### src/rtl/game_state_controller_if.sv
// ============================================================================
// game_state_controller_if
// Player-input / game-status bundle between the input logic and the controller.
// Rev 1.0 - initial release
// ============================================================================
`default_nettype none

interface game_state_controller_if;
  logic       power_sw;
  logic       confirm;
  logic       ship_placed;
  logic       shot_valid;
  logic       shot_hit;
  logic [1:0] game_state_code;
  logic [3:0] ships_placed;
  logic [7:0] hits;
  logic [7:0] shots_left;
  logic       game_over;
  logic       player_won;

  // Player input side
  modport master (
    output power_sw, confirm, ship_placed, shot_valid, shot_hit,
    input  game_state_code, ships_placed, hits, shots_left, game_over, player_won
  );

  // Controller side
  modport slave (
    input  power_sw, confirm, ship_placed, shot_valid, shot_hit,
    output game_state_code, ships_placed, hits, shots_left, game_over, player_won
  );
endinterface

`default_nettype wire

### src/rtl/game_state_controller.sv
// ============================================================================
// game_state_controller
// Match sequencer OFF -> PREP -> ATTACK -> END, with placement/shot/hit counters.
// Optional: GAME_CONFIRM_SYNC_EN inserts a 2-flop synchronizer on confirm.
// Rev 1.0 - initial release
// ============================================================================
`default_nettype none

module game_state_controller #(
  parameter int NUM_SHIPS  = 4,
  parameter int HIT_TARGET = 8,
  parameter int MAX_SHOTS  = 16
) (
  input  logic                    clk,
  input  logic                    rst_n,
  game_state_controller_if.slave  bus
);

  typedef enum logic [1:0] {
    S_OFF    = 2'd0,
    S_PREP   = 2'd1,
    S_ATTACK = 2'd2,
    S_END    = 2'd3
  } state_t;

  localparam logic [3:0] C_NUM_SHIPS  = 4'(NUM_SHIPS);
  localparam logic [7:0] C_HIT_TARGET = 8'(HIT_TARGET);
  localparam logic [7:0] C_MAX_SHOTS  = 8'(MAX_SHOTS);

  state_t     state_q;
  logic [1:0] code_q;
  logic [3:0] ships_q, ships_d;
  logic [7:0] hits_q, hits_d;
  logic [7:0] shots_q, shots_d;
  logic       over_q;
  logic       won_q;
  logic       confirm_q;
  logic       confirm_s;
  logic       confirm_rise;

`ifdef GAME_CONFIRM_SYNC_EN
  logic sync1_q, sync2_q;

  always_ff @(posedge clk or negedge rst_n) begin
    if (!rst_n) begin
      sync1_q <= 1'b0;
      sync2_q <= 1'b0;
    end else begin
      sync1_q <= bus.confirm;
      sync2_q <= sync1_q;
    end
  end

  assign confirm_s = sync2_q;
`else
  assign confirm_s = bus.confirm;
`endif

  assign confirm_rise = confirm_s & ~confirm_q;

  // Candidate counter values; the FSM decides which state may commit them.
  always_comb begin
    ships_d = ships_q;
    hits_d  = hits_q;
    shots_d = shots_q;
    if (bus.ship_placed && (ships_q != C_NUM_SHIPS))
      ships_d = ships_q + 4'd1;
    if (bus.shot_valid && (shots_q != 8'd0)) begin
      shots_d = shots_q - 8'd1;
      if (bus.shot_hit && (hits_q != C_HIT_TARGET))
        hits_d = hits_q + 8'd1;
    end
  end

  always_ff @(posedge clk or negedge rst_n) begin
    if (!rst_n) begin
      state_q   <= S_OFF;
      code_q    <= 2'b00;
      ships_q   <= 4'd0;
      hits_q    <= 8'd0;
      shots_q   <= C_MAX_SHOTS;
      over_q    <= 1'b0;
      won_q     <= 1'b0;
      confirm_q <= 1'b0;
    end else begin
      confirm_q <= confirm_s;
      if (!bus.power_sw) begin
        state_q <= S_OFF;
        code_q  <= 2'b00;
        ships_q <= 4'd0;
        hits_q  <= 8'd0;
        shots_q <= C_MAX_SHOTS;
        over_q  <= 1'b0;
        won_q   <= 1'b0;
      end else begin
        case (state_q)
          S_OFF, S_END: begin
            if (confirm_rise) begin
              state_q <= S_PREP;
              code_q  <= 2'b01;
              ships_q <= 4'd0;
              hits_q  <= 8'd0;
              shots_q <= C_MAX_SHOTS;
              over_q  <= 1'b0;
              won_q   <= 1'b0;
            end
          end
          S_PREP: begin
            ships_q <= ships_d;
            // A placement in the same cycle counts before the confirm is judged.
            if (confirm_rise && (ships_d == C_NUM_SHIPS)) begin
              state_q <= S_ATTACK;
              code_q  <= 2'b10;
            end
          end
          S_ATTACK: begin
            if (bus.shot_valid) begin
              hits_q  <= hits_d;
              shots_q <= shots_d;
              if (hits_d == C_HIT_TARGET) begin
                state_q <= S_END;
                code_q  <= 2'b00;
                over_q  <= 1'b1;
                won_q   <= 1'b1;
              end else if (shots_d == 8'd0) begin
                state_q <= S_END;
                code_q  <= 2'b00;
                over_q  <= 1'b1;
                won_q   <= 1'b0;
              end
            end
          end
          default: begin
            state_q <= S_OFF;
            code_q  <= 2'b00;
          end
        endcase
      end
    end
  end

  assign bus.game_state_code = code_q;
  assign bus.ships_placed    = ships_q;
  assign bus.hits            = hits_q;
  assign bus.shots_left      = shots_q;
  assign bus.game_over       = over_q;
  assign bus.player_won      = won_q;

endmodule

`default_nettype wire

### src/flat_wrapper.sv
// flat-port wrapper written by rule: the top's interface ports become plain ports
module game_state_controller_flat 
#(
  parameter int NUM_SHIPS  = 4,
  parameter int HIT_TARGET = 8,
  parameter int MAX_SHOTS  = 16
)
  (clk, rst_n, bus_power_sw, bus_confirm, bus_ship_placed, bus_shot_valid, bus_shot_hit, bus_game_state_code, bus_ships_placed, bus_hits, bus_shots_left, bus_game_over, bus_player_won);
  game_state_controller_if bus_i ();
  input  logic clk;
  input  logic rst_n;
  input wire logic [$bits(bus_i.power_sw)-1:0] bus_power_sw;
  input wire logic [$bits(bus_i.confirm)-1:0] bus_confirm;
  input wire logic [$bits(bus_i.ship_placed)-1:0] bus_ship_placed;
  input wire logic [$bits(bus_i.shot_valid)-1:0] bus_shot_valid;
  input wire logic [$bits(bus_i.shot_hit)-1:0] bus_shot_hit;
  output wire logic [$bits(bus_i.game_state_code)-1:0] bus_game_state_code;
  output wire logic [$bits(bus_i.ships_placed)-1:0] bus_ships_placed;
  output wire logic [$bits(bus_i.hits)-1:0] bus_hits;
  output wire logic [$bits(bus_i.shots_left)-1:0] bus_shots_left;
  output wire logic [$bits(bus_i.game_over)-1:0] bus_game_over;
  output wire logic [$bits(bus_i.player_won)-1:0] bus_player_won;
  assign bus_i.power_sw = bus_power_sw;
  assign bus_i.confirm = bus_confirm;
  assign bus_i.ship_placed = bus_ship_placed;
  assign bus_i.shot_valid = bus_shot_valid;
  assign bus_i.shot_hit = bus_shot_hit;
  assign bus_game_state_code = bus_i.game_state_code;
  assign bus_ships_placed = bus_i.ships_placed;
  assign bus_hits = bus_i.hits;
  assign bus_shots_left = bus_i.shots_left;
  assign bus_game_over = bus_i.game_over;
  assign bus_player_won = bus_i.player_won;
  game_state_controller #(.NUM_SHIPS(NUM_SHIPS), .HIT_TARGET(HIT_TARGET), .MAX_SHOTS(MAX_SHOTS)) u_core (.clk(clk), .rst_n(rst_n), .bus(bus_i));
endmodule
### config.mk
export PLATFORM = sky130hd
export DESIGN_NAME = game_state_controller_flat
export DESIGN_NICKNAME = d
export VERILOG_FILES = /design/src/rtl/game_state_controller_if.sv /design/src/rtl/game_state_controller.sv /design/src/flat_wrapper.sv
export SDC_FILE = /design/constraint.sdc
export NUM_CORES = 1
export LEC_CHECK = 0
export BUFFER_PORTS_ARGS = -buffer_cell sky130_fd_sc_hd__buf_2
export CAP_MARGIN = 20
export CORE_MARGIN = 4
export CORE_UTILIZATION = 50
export DETAILED_ROUTE_END_ITERATION = 7
export GPL_TIMING_DRIVEN = 0
export PLACE_DENSITY = 0.78
export SYNTH_ARGS = -nofsm -noshare
export SYNTH_HDL_FRONTEND = slang
export SYNTH_SLANG_ARGS = --single-unit
### constraint.sdc
create_clock -name clk -period 3.04 [get_ports clk]
set_input_delay 0.608 -clock clk [delete_from_list [all_inputs] [get_ports clk]]
set_output_delay 0.608 -clock clk [all_outputs]
set_load 0.02 [all_outputs]
==> reports/metrics.csv, run 1 <==
metric,value,unit
synth_area_per_cell,8.87,sq um
netlist_area,1830,sq um
cts_tree,built,
finClkSkew,0.00139,ns
clkLatencyLatePin,0.27,ns
num_vias,1663,
fmax,369,MHz
die_area,4690,sq um
track_usage,0.186,
netlist.area_leader.share,0.356,
place_area,2030,sq um
gp_congestion,0.881,
hold_class,in2async,
wl,3900,um
drcViolationCount,0,
cellLeakagePower,0.959,nW
overflow,0,
dr.pass1.iters,5,
status,"finished, final reports clean",
worst_setup_path_end_kind,flip-flop,
dr_wl_met3,169,um
arrival,2.88,ns
antenna-diode-count,0,
maxUsedRoutingLayer,met4,
yosys_warnings,0,
synth_seq_cells,27,
grt_pass1_wl,6850,um
synth_fp_nets,222,
cts-root-buf,clkbuf_8,
antenna_left,0,
setup_viol,0,
yosysSeqAreaShare,0.370,
setup_tns,0,ns
worst-path-buf-inv,1,
async_reset_ff_frac,1.00,
timing.final.hold_violations,0,
synth_edf_count,0,
worstMarginPinSlew,0.882,ns
ir_drop,0.231,mV
cp-start-kind,flip-flop,
coreArea,3440,sq um
grt_max_degree,28,
fin_area,2080,sq um
ys.flop_type,dfrtp_1,
dp_cells,281,
num_io_pins,31,
drt-initial-drc-count,115,
cts_buffer_depth,2,
drive_above_1_share,0.213,
critical-path-top-delay-family,simple AND/OR/NAND/NOR gates,
row_count,21,
fin_crit,2.71,ns
grt_antenna_before_repair,0,
syn_to_final_growth,13.8,%
synth_top_area_cell,dfrtp_1,
wire_per_inst,13.7,um
path_cells,inv_1 > ha_1 > nor3b_2 > a211oi_2 > xnor2_1 > or3_4 > o211ai_2 > nand3_4 > a32o_1,
grt_pass1_vias,1564,
finish.utilization,0.604,
cap_viol_max_count,0,
hpwl,2950,um
wl_met2,1800,um
viasPerCell,5.84,
critPathRequiredTime,3.21,ns
start_util,0.531,
rsz0062_at_grt,no,
finalCritPeriodShare,0.891,
slew_viol_final,0,
hold_buffers,0,
instances_no_fill,285,
wl_met1,1900,um
slew_headroom,0.406,
die_h,68.5,um
cts_sinks,27,
cts_resized,0,
cp_slowest_cell,dfrtp_1,
path_max_fanout,7,
netlist_instances,206,
synth.area.top_cells,"dfrtp_1 36%, o21ai_0 8.2%, ha_1 6.2%, nand2_1 6.2%, inv_1 2.7%",
ys_types,53,
worstSetupPathType,reg2reg,
htree_levels,1,
critPathMaxStageDelay,0.47,ns
post-cts-setup-buffers,0,
cts.reportedPaths.clkPinSlew,0.10,ns
power_density,592,nW/um^2
io_buffer_count,29,
nets,256,
die_w,68.5,um
cts_made_buffers,3,
## cells in the final DEF, fill, tap and decap left out, types with 2 or more instances in the layout
cell / n
a21oi_1: 8
ha_1: 9
a21boi_0: 2
nand3_1: 3
buf_2: 29
nand2_1: 30
a22o_1: 2
xor2_1: 2
o31ai_1: 2
and2_1: 2
nand4_1: 6
mux2i_1: 3
inv_1: 13
and3_1: 2
clkbuf_1: 3
nor2b_1: 3
or3_1: 2
nand2b_1: 5
dfrtp_1: 26
clkbuf_8: 3
nor2_1: 5
o21a_1: 2
o21ai_0: 30
a211oi_1: 2
a31oi_1: 6
nor3_1: 8
a21bo_2: 2
## cells by family after synthesis
| logic type | count (synthesis) | synth area share |
|---|---|---|
| multiplexers | 4 | 0.0226 |
| AO/OA/AOI/OAI | 67 | 0.244 |
| AND/OR/NAND/NOR | 78 | 0.245 |
| buffers and inverters | 18 | 0.0418 |
| adder cells (fa/ha/maj) | 9 | 0.0616 |
| flip-flops | 27 | 0.370 |
| XOR/XNOR | 3 | 0.0144 |
## stage by stage
step           hold slack, ns  setup slack [ns]  total power [mW]
6_report                0.316             0.332              1.23
5_1_grt                 0.378             0.119              1.33
4_1_cts                 0.349             0.322              1.24
3_5_place_dp            0.491             0.271              1.02
3_3_place_gp            0.485             0.256              1.01
2_1_floorplan           0.312             0.505             0.877
## layer usage
metal,GRT usage,up-vias
li1,-,825
met1,0.261,790
met2,0.302,46
met3,0.0230,2
met4,0.0447,0
met5,0,-
## final cells by class
class	instances	area, sq um
buffer	5	27.5
fill	310	1360
tap	46	57.6
clock inverter	1	7.51
timing repair buffer	29	145
multi-input combinational	161	1070
inverter	13	48.8
clock buffer	3	41.3
sequential	27	677
## sequential cells by signal (all words and copies together) (netlist names)
signal and flops:
u_core.confirm_q 1, u_core.state_q 2, u_core.bus.hits 8, u_core.bus.shots_left 8, u_core.bus.game_over 1, u_core.bus.game_state_code 2, u_core.bus.ships_placed 4, u_core.bus.player_won 1
## cells in the mapped netlist (all sizes together), types with 5 or more instances
cell and number:
a31oi 6, o21ai 30, nor2 5, a21oi 8
ha 9, nand2 30, nor3 8, nand4 6
nand2b 5, inv 13, dfrtp 26
## path summary, 6_finish.rpt
path                                           from                        to  slack (ns)  cells after the start
max                        u_core.bus.shots_left[0]         u_core.state_q[0]        0.33                      9
min reg2reg                   u_core.bus.player_won     u_core.bus.player_won        0.51                      1
max in group asynchronous                     rst_n  u_core.bus.shots_left[0]        2.33                      1
max reg2reg                u_core.bus.shots_left[0]         u_core.state_q[0]        0.33                      9
min                                           rst_n        u_core.bus.hits[1]        0.32                      1
min in group clk                        bus_confirm          u_core.confirm_q        0.45                      1
## worst register-to-register path, cell delays in order (launching register included)
cell	delay, ns
dfrtp_1	0.47
inv_1	0.11
ha_1	0.16
nor3b_2	0.46
a211oi_2	0.19
xnor2_1	0.16
or3_4	0.38
o211ai_2	0.30
nand3_4	0.15
a32o_1	0.23
## power breakdown
| part | internal, mW | switching [mW] |
|---|---|---|
| sequential | 0.407 | 0.0494 |
| combinational | 0.203 | 0.360 |
| clock | 0.0931 | 0.120 |
| total | 0.702 | 0.530 |
No activity file was read; power rests on OpenSTA's default activity.
==> run 2, diff against run 1 <==
Settings changed: ABC_AREA set to 1, SKIP_CTS_REPAIR_TIMING set to 1.
==> reports/metrics.csv, run 2 <==
metric,value,unit
finish.utilization,0.601,
die_area,5060,sq um
grt_pass1_vias,1715,
worstSetupPathType,reg2reg,
rsz0062_at_grt,no,
netlist_area,1990,sq um
cap_viol_max_count,0,
antenna-diode-count,0,
grt_antenna_before_repair,0,
grt_max_degree,28,
ir_drop,0.302,mV
slew_headroom,0.556,
drcViolationCount,0,
critPathRequiredTime,3.20,ns
cts_sinks,27,
num_io_pins,31,
pre_cts_ws,0.626,ns
gp_congestion,0.887,
cts_made_buffers,3,
yosys_warnings,0,
netlist_instances,288,
wire_per_inst,11.9,um
cts-root-buf,clkbuf_8,
finClkSkew,0.00376,ns
cts_tree,built,
ys.flop_type,dfrtp_1,
coreArea,3740,sq um
synth_seq_cells,27,
async_reset_ff_frac,1.00,
io_buffer_count,30,
cp-start-kind,flip-flop,
setup_tns,0,ns
setup_viol,0,
overflow,0,
hpwl,3370,um
synth_top_area_cell,dfrtp_1,
hold_class,in2async,
netlist.area_leader.share,0.327,
htree_levels,1,
synth_fp_nets,304,
die_w,71.1,um
grt_pass1_wl,7660,um
mostFrequentLayoutCells,"95 x nand2_1, 38 x inv_1, 30 x buf_2",
slew_viol_final,0,
status,"finished, final reports clean",
fin_crit,2.37,ns
worst_slack,0.666,ns
synth_area_per_cell,6.92,sq um
path_max_fanout,10,
synth_edf_count,0,
fmax,421,MHz
start_util,0.532,
clkLatencyLatePin,0.28,ns
row_count,22,
timing.final.hold_violations,0,
dr.pass1.iters,4,
yosysSeqAreaShare,0.340,
worstMarginPinSlew,0.658,ns
finalCritPeriodShare,0.781,
syn_to_final_growth,12.9,%
cp_slowest_cell,dfrtp_1,
wl,4420,um
cts.reportedPaths.clkPinSlew,0.10,ns
cts_buffer_depth,2,
nets,339,
cellLeakagePower,1.23,nW
critical-path-top-delay-family,buffers and inverters,
path_cells,inv_1 > ha_1 > nand2_1 > inv_1 > o21ai_0 > nand2_1 > inv_1 > o21ai_0 > inv_1 > buf_4 > o21ai_0,
drt-initial-drc-count,74,
yosysMostFrequentCell,nand2_1,
antenna_left,0,
crit_top_cell,inv_1,
power_density,581,nW/um^2
die_h,71.1,um
num_vias,1894,
whs,0.322,ns
worst_setup_path_end_kind,flip-flop,
ys_types,30,
track_usage,0.186,
synthTopCellsByCount,"95 x nand2_1, 38 x inv_1, 26 x dfrtp_1",
final_common_cell,nand2_1,
synth.area.top_cells,"dfrtp_1 33%, nand2_1 18%, inv_1 7.2%, ha_1 5.7%, nand3_1 4.8%",
total_power,1.31,mW
viasPerCell,5.12,
worst-path-buf-inv,5,
critPathMaxStageDelay,0.41,ns
arrival,2.54,ns
drive_above_1_share,0.193,
-- run 2: changes by cell type after synthesis, moves of 5 or more --
cell	previous run	this run
inv_1	13	38
nor2_2	0	6
a31oi_1	6	0
nor3_1	8	2
nand2_1	30	95
nand2b_1	5	0
o21ai_0	30	18
nand2_2	0	5
nor2_1	5	25
nand3_1	3	19
-- run 2: layout make-up --
| type | count | area (sq um) |
|---|---|---|
| plain buffers | 4 | 30.0 |
| clock buffers | 3 | 41.3 |
| clock inverters | 1 | 5.00 |
| fillers | 369 | 1500 |
| inverters | 40 | 150 |
| multi-input cells | 217 | 1130 |
| flip-flops and latches | 27 | 677 |
| well taps | 48 | 60.1 |
| repair buffers | 30 | 150 |
-- run 2: worst reg2reg max path: cells and delay by family, from the launching register on --
family                   cells  cell delay (ns)
adder cells (fa/ha/maj)      1             0.30
flip-flops                   1             0.41
buffers and inverters        5             0.80
AND/OR/NAND/NOR              2             0.24
AO/OA/AOI/OAI                3             0.51
-- run 2: final timing paths --
path	start	to	slack, ns	cells past startpoint
max in group asynchronous	rst_n	u_core.bus.hits[4]	2.32	1
worst min register to register	u_core.bus.game_state_code[0]	u_core.bus.game_state_code[0]	0.49	2
worst max-delay path	u_core.state_q[0]	u_core.bus.shots_left[3]	0.67	11
worst min-delay path	rst_n	u_core.bus.shots_left[5]	0.32	1
min in group clk	bus_confirm	u_core.confirm_q	0.46	1
worst max register to register	u_core.state_q[0]	u_core.bus.shots_left[3]	0.67	11
-- run 2: logic make-up after synthesis --
family / count (synthesis) / share of synthesized area
buffers and inverters: 44 / 0.0905
and+or+nand+nor: 164 / 0.371
DFF: 27 / 0.340
adders and majority gates: 9 / 0.0565
AOI/OAI and AO/OA: 36 / 0.103
xor gates and xnor gates: 8 / 0.0389
-- run 2: metal layers --
layer | global-route usage | routed length (um)
met1 | 0.257 | 2050
met2 | 0.299 | 2120
met3 | 0.0270 | 189
met4 | 0.0626 | 59
met5 | 0 | 0
-- run 2: metrics by stage --
stage	instance area, sq um	instances
6_report	2250	370
5_1_grt	2250	370
4_1_cts	2250	370
3_5_place_dp	2200	366
3_3_place_gp	2200	366
2_1_floorplan	1990	288
-- run 2: report_power, final --
group | total [mW] | switching [mW] | internal, mW
Combinational | 0.634 | 0.429 | 0.205
Clock | 0.210 | 0.118 | 0.0922
Sequential | 0.462 | 0.0514 | 0.411
Total | 1.31 | 0.599 | 0.708
==> run 3, diff against run 2 <==
Clock period 3.04 ns to 2.3 ns, I/O delays scaled along.
==> reports/metrics.csv, run 3 (synthesized netlist as in run 2, its figures left out) <==
metric,value,unit
place_area,2200,sq um
grt_pass1_wl,7660,um
num_io_pins,31,
worstSetupPathType,reg2reg,
wl,4390,um
clkLatencyLatePin,0.28,ns
worst-path-buf-inv,2,
rsz0062_at_grt,no,
viasPerCell,5.10,
grt_pass1_vias,1715,
cts_sinks,27,
row_count,22,
hold_class,in2async,
cellLeakagePower,1.23,nW
drive_above_1_share,0.214,
arrival,2.28,ns
worstMarginPinSlew,0.613,ns
hpwl,3370,um
wire_per_inst,11.9,um
syn_to_final_growth,13.8,%
antenna-diode-count,0,
cts_tree,built,
fin_crit,2.11,ns
cp-start-kind,flip-flop,
drcViolationCount,0,
status,"finished, final reports clean",
timing.final.hold_violations,0,
ir_drop,0.401,mV
finClkSkew,0.00463,ns
slew_viol_final,0,
cts-root-buf,clkbuf_8,
critPathMaxStageDelay,0.41,ns
power_density,767,nW/um^2
drt-initial-drc-count,91,
path_cells,inv_2 > ha_1 > nand2_1 > nor2_2 > nor2_4 > buf_4 > nand2_1 > nand2_1 > nor2_1 > nand2_1 > nor2_1 > nor2_2 > nand2_4 > nand3_4 > nand2_1 > nand2_1,
overflow,0,
start_util,0.532,
cts_buffer_depth,2,
fmax,475,MHz
die_area,5060,sq um
gp_congestion,0.887,
track_usage,0.186,
path_max_fanout,10,
die_h,71.1,um
critical-path-top-delay-family,simple AND/OR/NAND/NOR gates,
nets,339,
reg2reg_slack,0.19,ns
coreArea,3740,sq um
finish.utilization,0.606,
grt_antenna_before_repair,0,
crit_top_cell,nand2_1,
cp_slowest_cell,dfrtp_1,
die_w,71.1,um
setup_viol,0,
io_buffer_count,30,
grt_max_degree,28,
final_common_cell,nand2_1,
critPathRequiredTime,2.47,ns
cap_viol_max_count,0,
cts_made_buffers,3,
num_vias,1888,
cts.reportedPaths.clkPinSlew,0.09,ns
htree_levels,1,
antenna_left,0,
worst_setup_path_end_kind,flip-flop,
fin_area,2270,sq um
slew_headroom,0.591,
fill_cells,365,
mostFrequentLayoutCells,"95 x nand2_1, 34 x inv_1, 30 x buf_2",
finalCritPeriodShare,0.916,
dr.pass1.iters,4,
run 3: cell type report:
class | count | area, sq um | area share
well taps | 48 | 60.1 | 0.0265
clock inverters | 1 | 5.00 | 0.00221
flip-flops and latches | 27 | 678 | 0.299
multi-input cells | 217 | 1150 | 0.508
clock buffers | 3 | 41.3 | 0.0182
repair buffers | 30 | 150 | 0.0662
inverters | 40 | 150 | 0.0662
plain buffers | 4 | 31.3 | 0.0138
run 3: stage by stage:
| step | worst slack, ns | hold WS [ns] | setup TNS, ns | total power, mW | std cells |
|---|---|---|---|---|---|
| 2_1_floorplan | 0.260 | 0.164 | 0 | 1.23 | 288 |
| 3_3_place_gp | 0.00633 | 0.450 | 0 | 1.43 | 366 |
| 3_5_place_dp | 0.00527 | 0.463 | 0 | 1.45 | 366 |
| 4_1_cts | -0.0270 | 0.205 | -0.116 | 1.73 | 370 |
| 5_1_grt | 0.00737 | 0.226 | 0 | 1.89 | 370 |
| 6_report | 0.194 | 0.178 | 0 | 1.74 | 370 |
run 3: worst reg2reg max path: stages, from the launching register on:
cell and delay [ns]:
dfrtp_1 0.41, inv_2 0.12, ha_1 0.18, nand2_1 0.12, nor2_2 0.15, nor2_4 0.05, buf_4 0.17, nand2_1 0.07
nand2_1 0.06, nor2_1 0.11, nand2_1 0.07, nor2_1 0.12, nor2_2 0.06, nand2_4 0.11, nand3_4 0.08, nand2_1 0.07
nand2_1 0.06
run 3: worst paths after layout:
check	to	from	cells after the start
setup / recovery	u_core.state_q[0]	u_core.bus.shots_left[0]	16
hold / removal	u_core.bus.shots_left[5]	rst_n	1
setup reg to reg	u_core.state_q[0]	u_core.bus.shots_left[0]	16
hold reg to reg	u_core.bus.game_state_code[0]	u_core.bus.game_state_code[0]	2
max in group asynchronous	u_core.bus.hits[1]	rst_n	1
min in group clk	u_core.confirm_q	bus_confirm	1
run 3: layer usage:
layer / track usage / part of all wire / vias up
li1: - / - / 982
met1: 0.257 / 0.45 / 852
met2: 0.299 / 0.48 / 49
met3: 0.0270 / 0.051 / 5
met4: 0.0626 / 0.013 / 0
met5: 0 / 0 / -
run 3: where the power goes:
part           total, mW  switching (mW)  internal (mW)
Sequential         0.612          0.0685          0.543
Combinational      0.851           0.572          0.279
Clock              0.277           0.155          0.122
Total               1.74           0.796          0.944
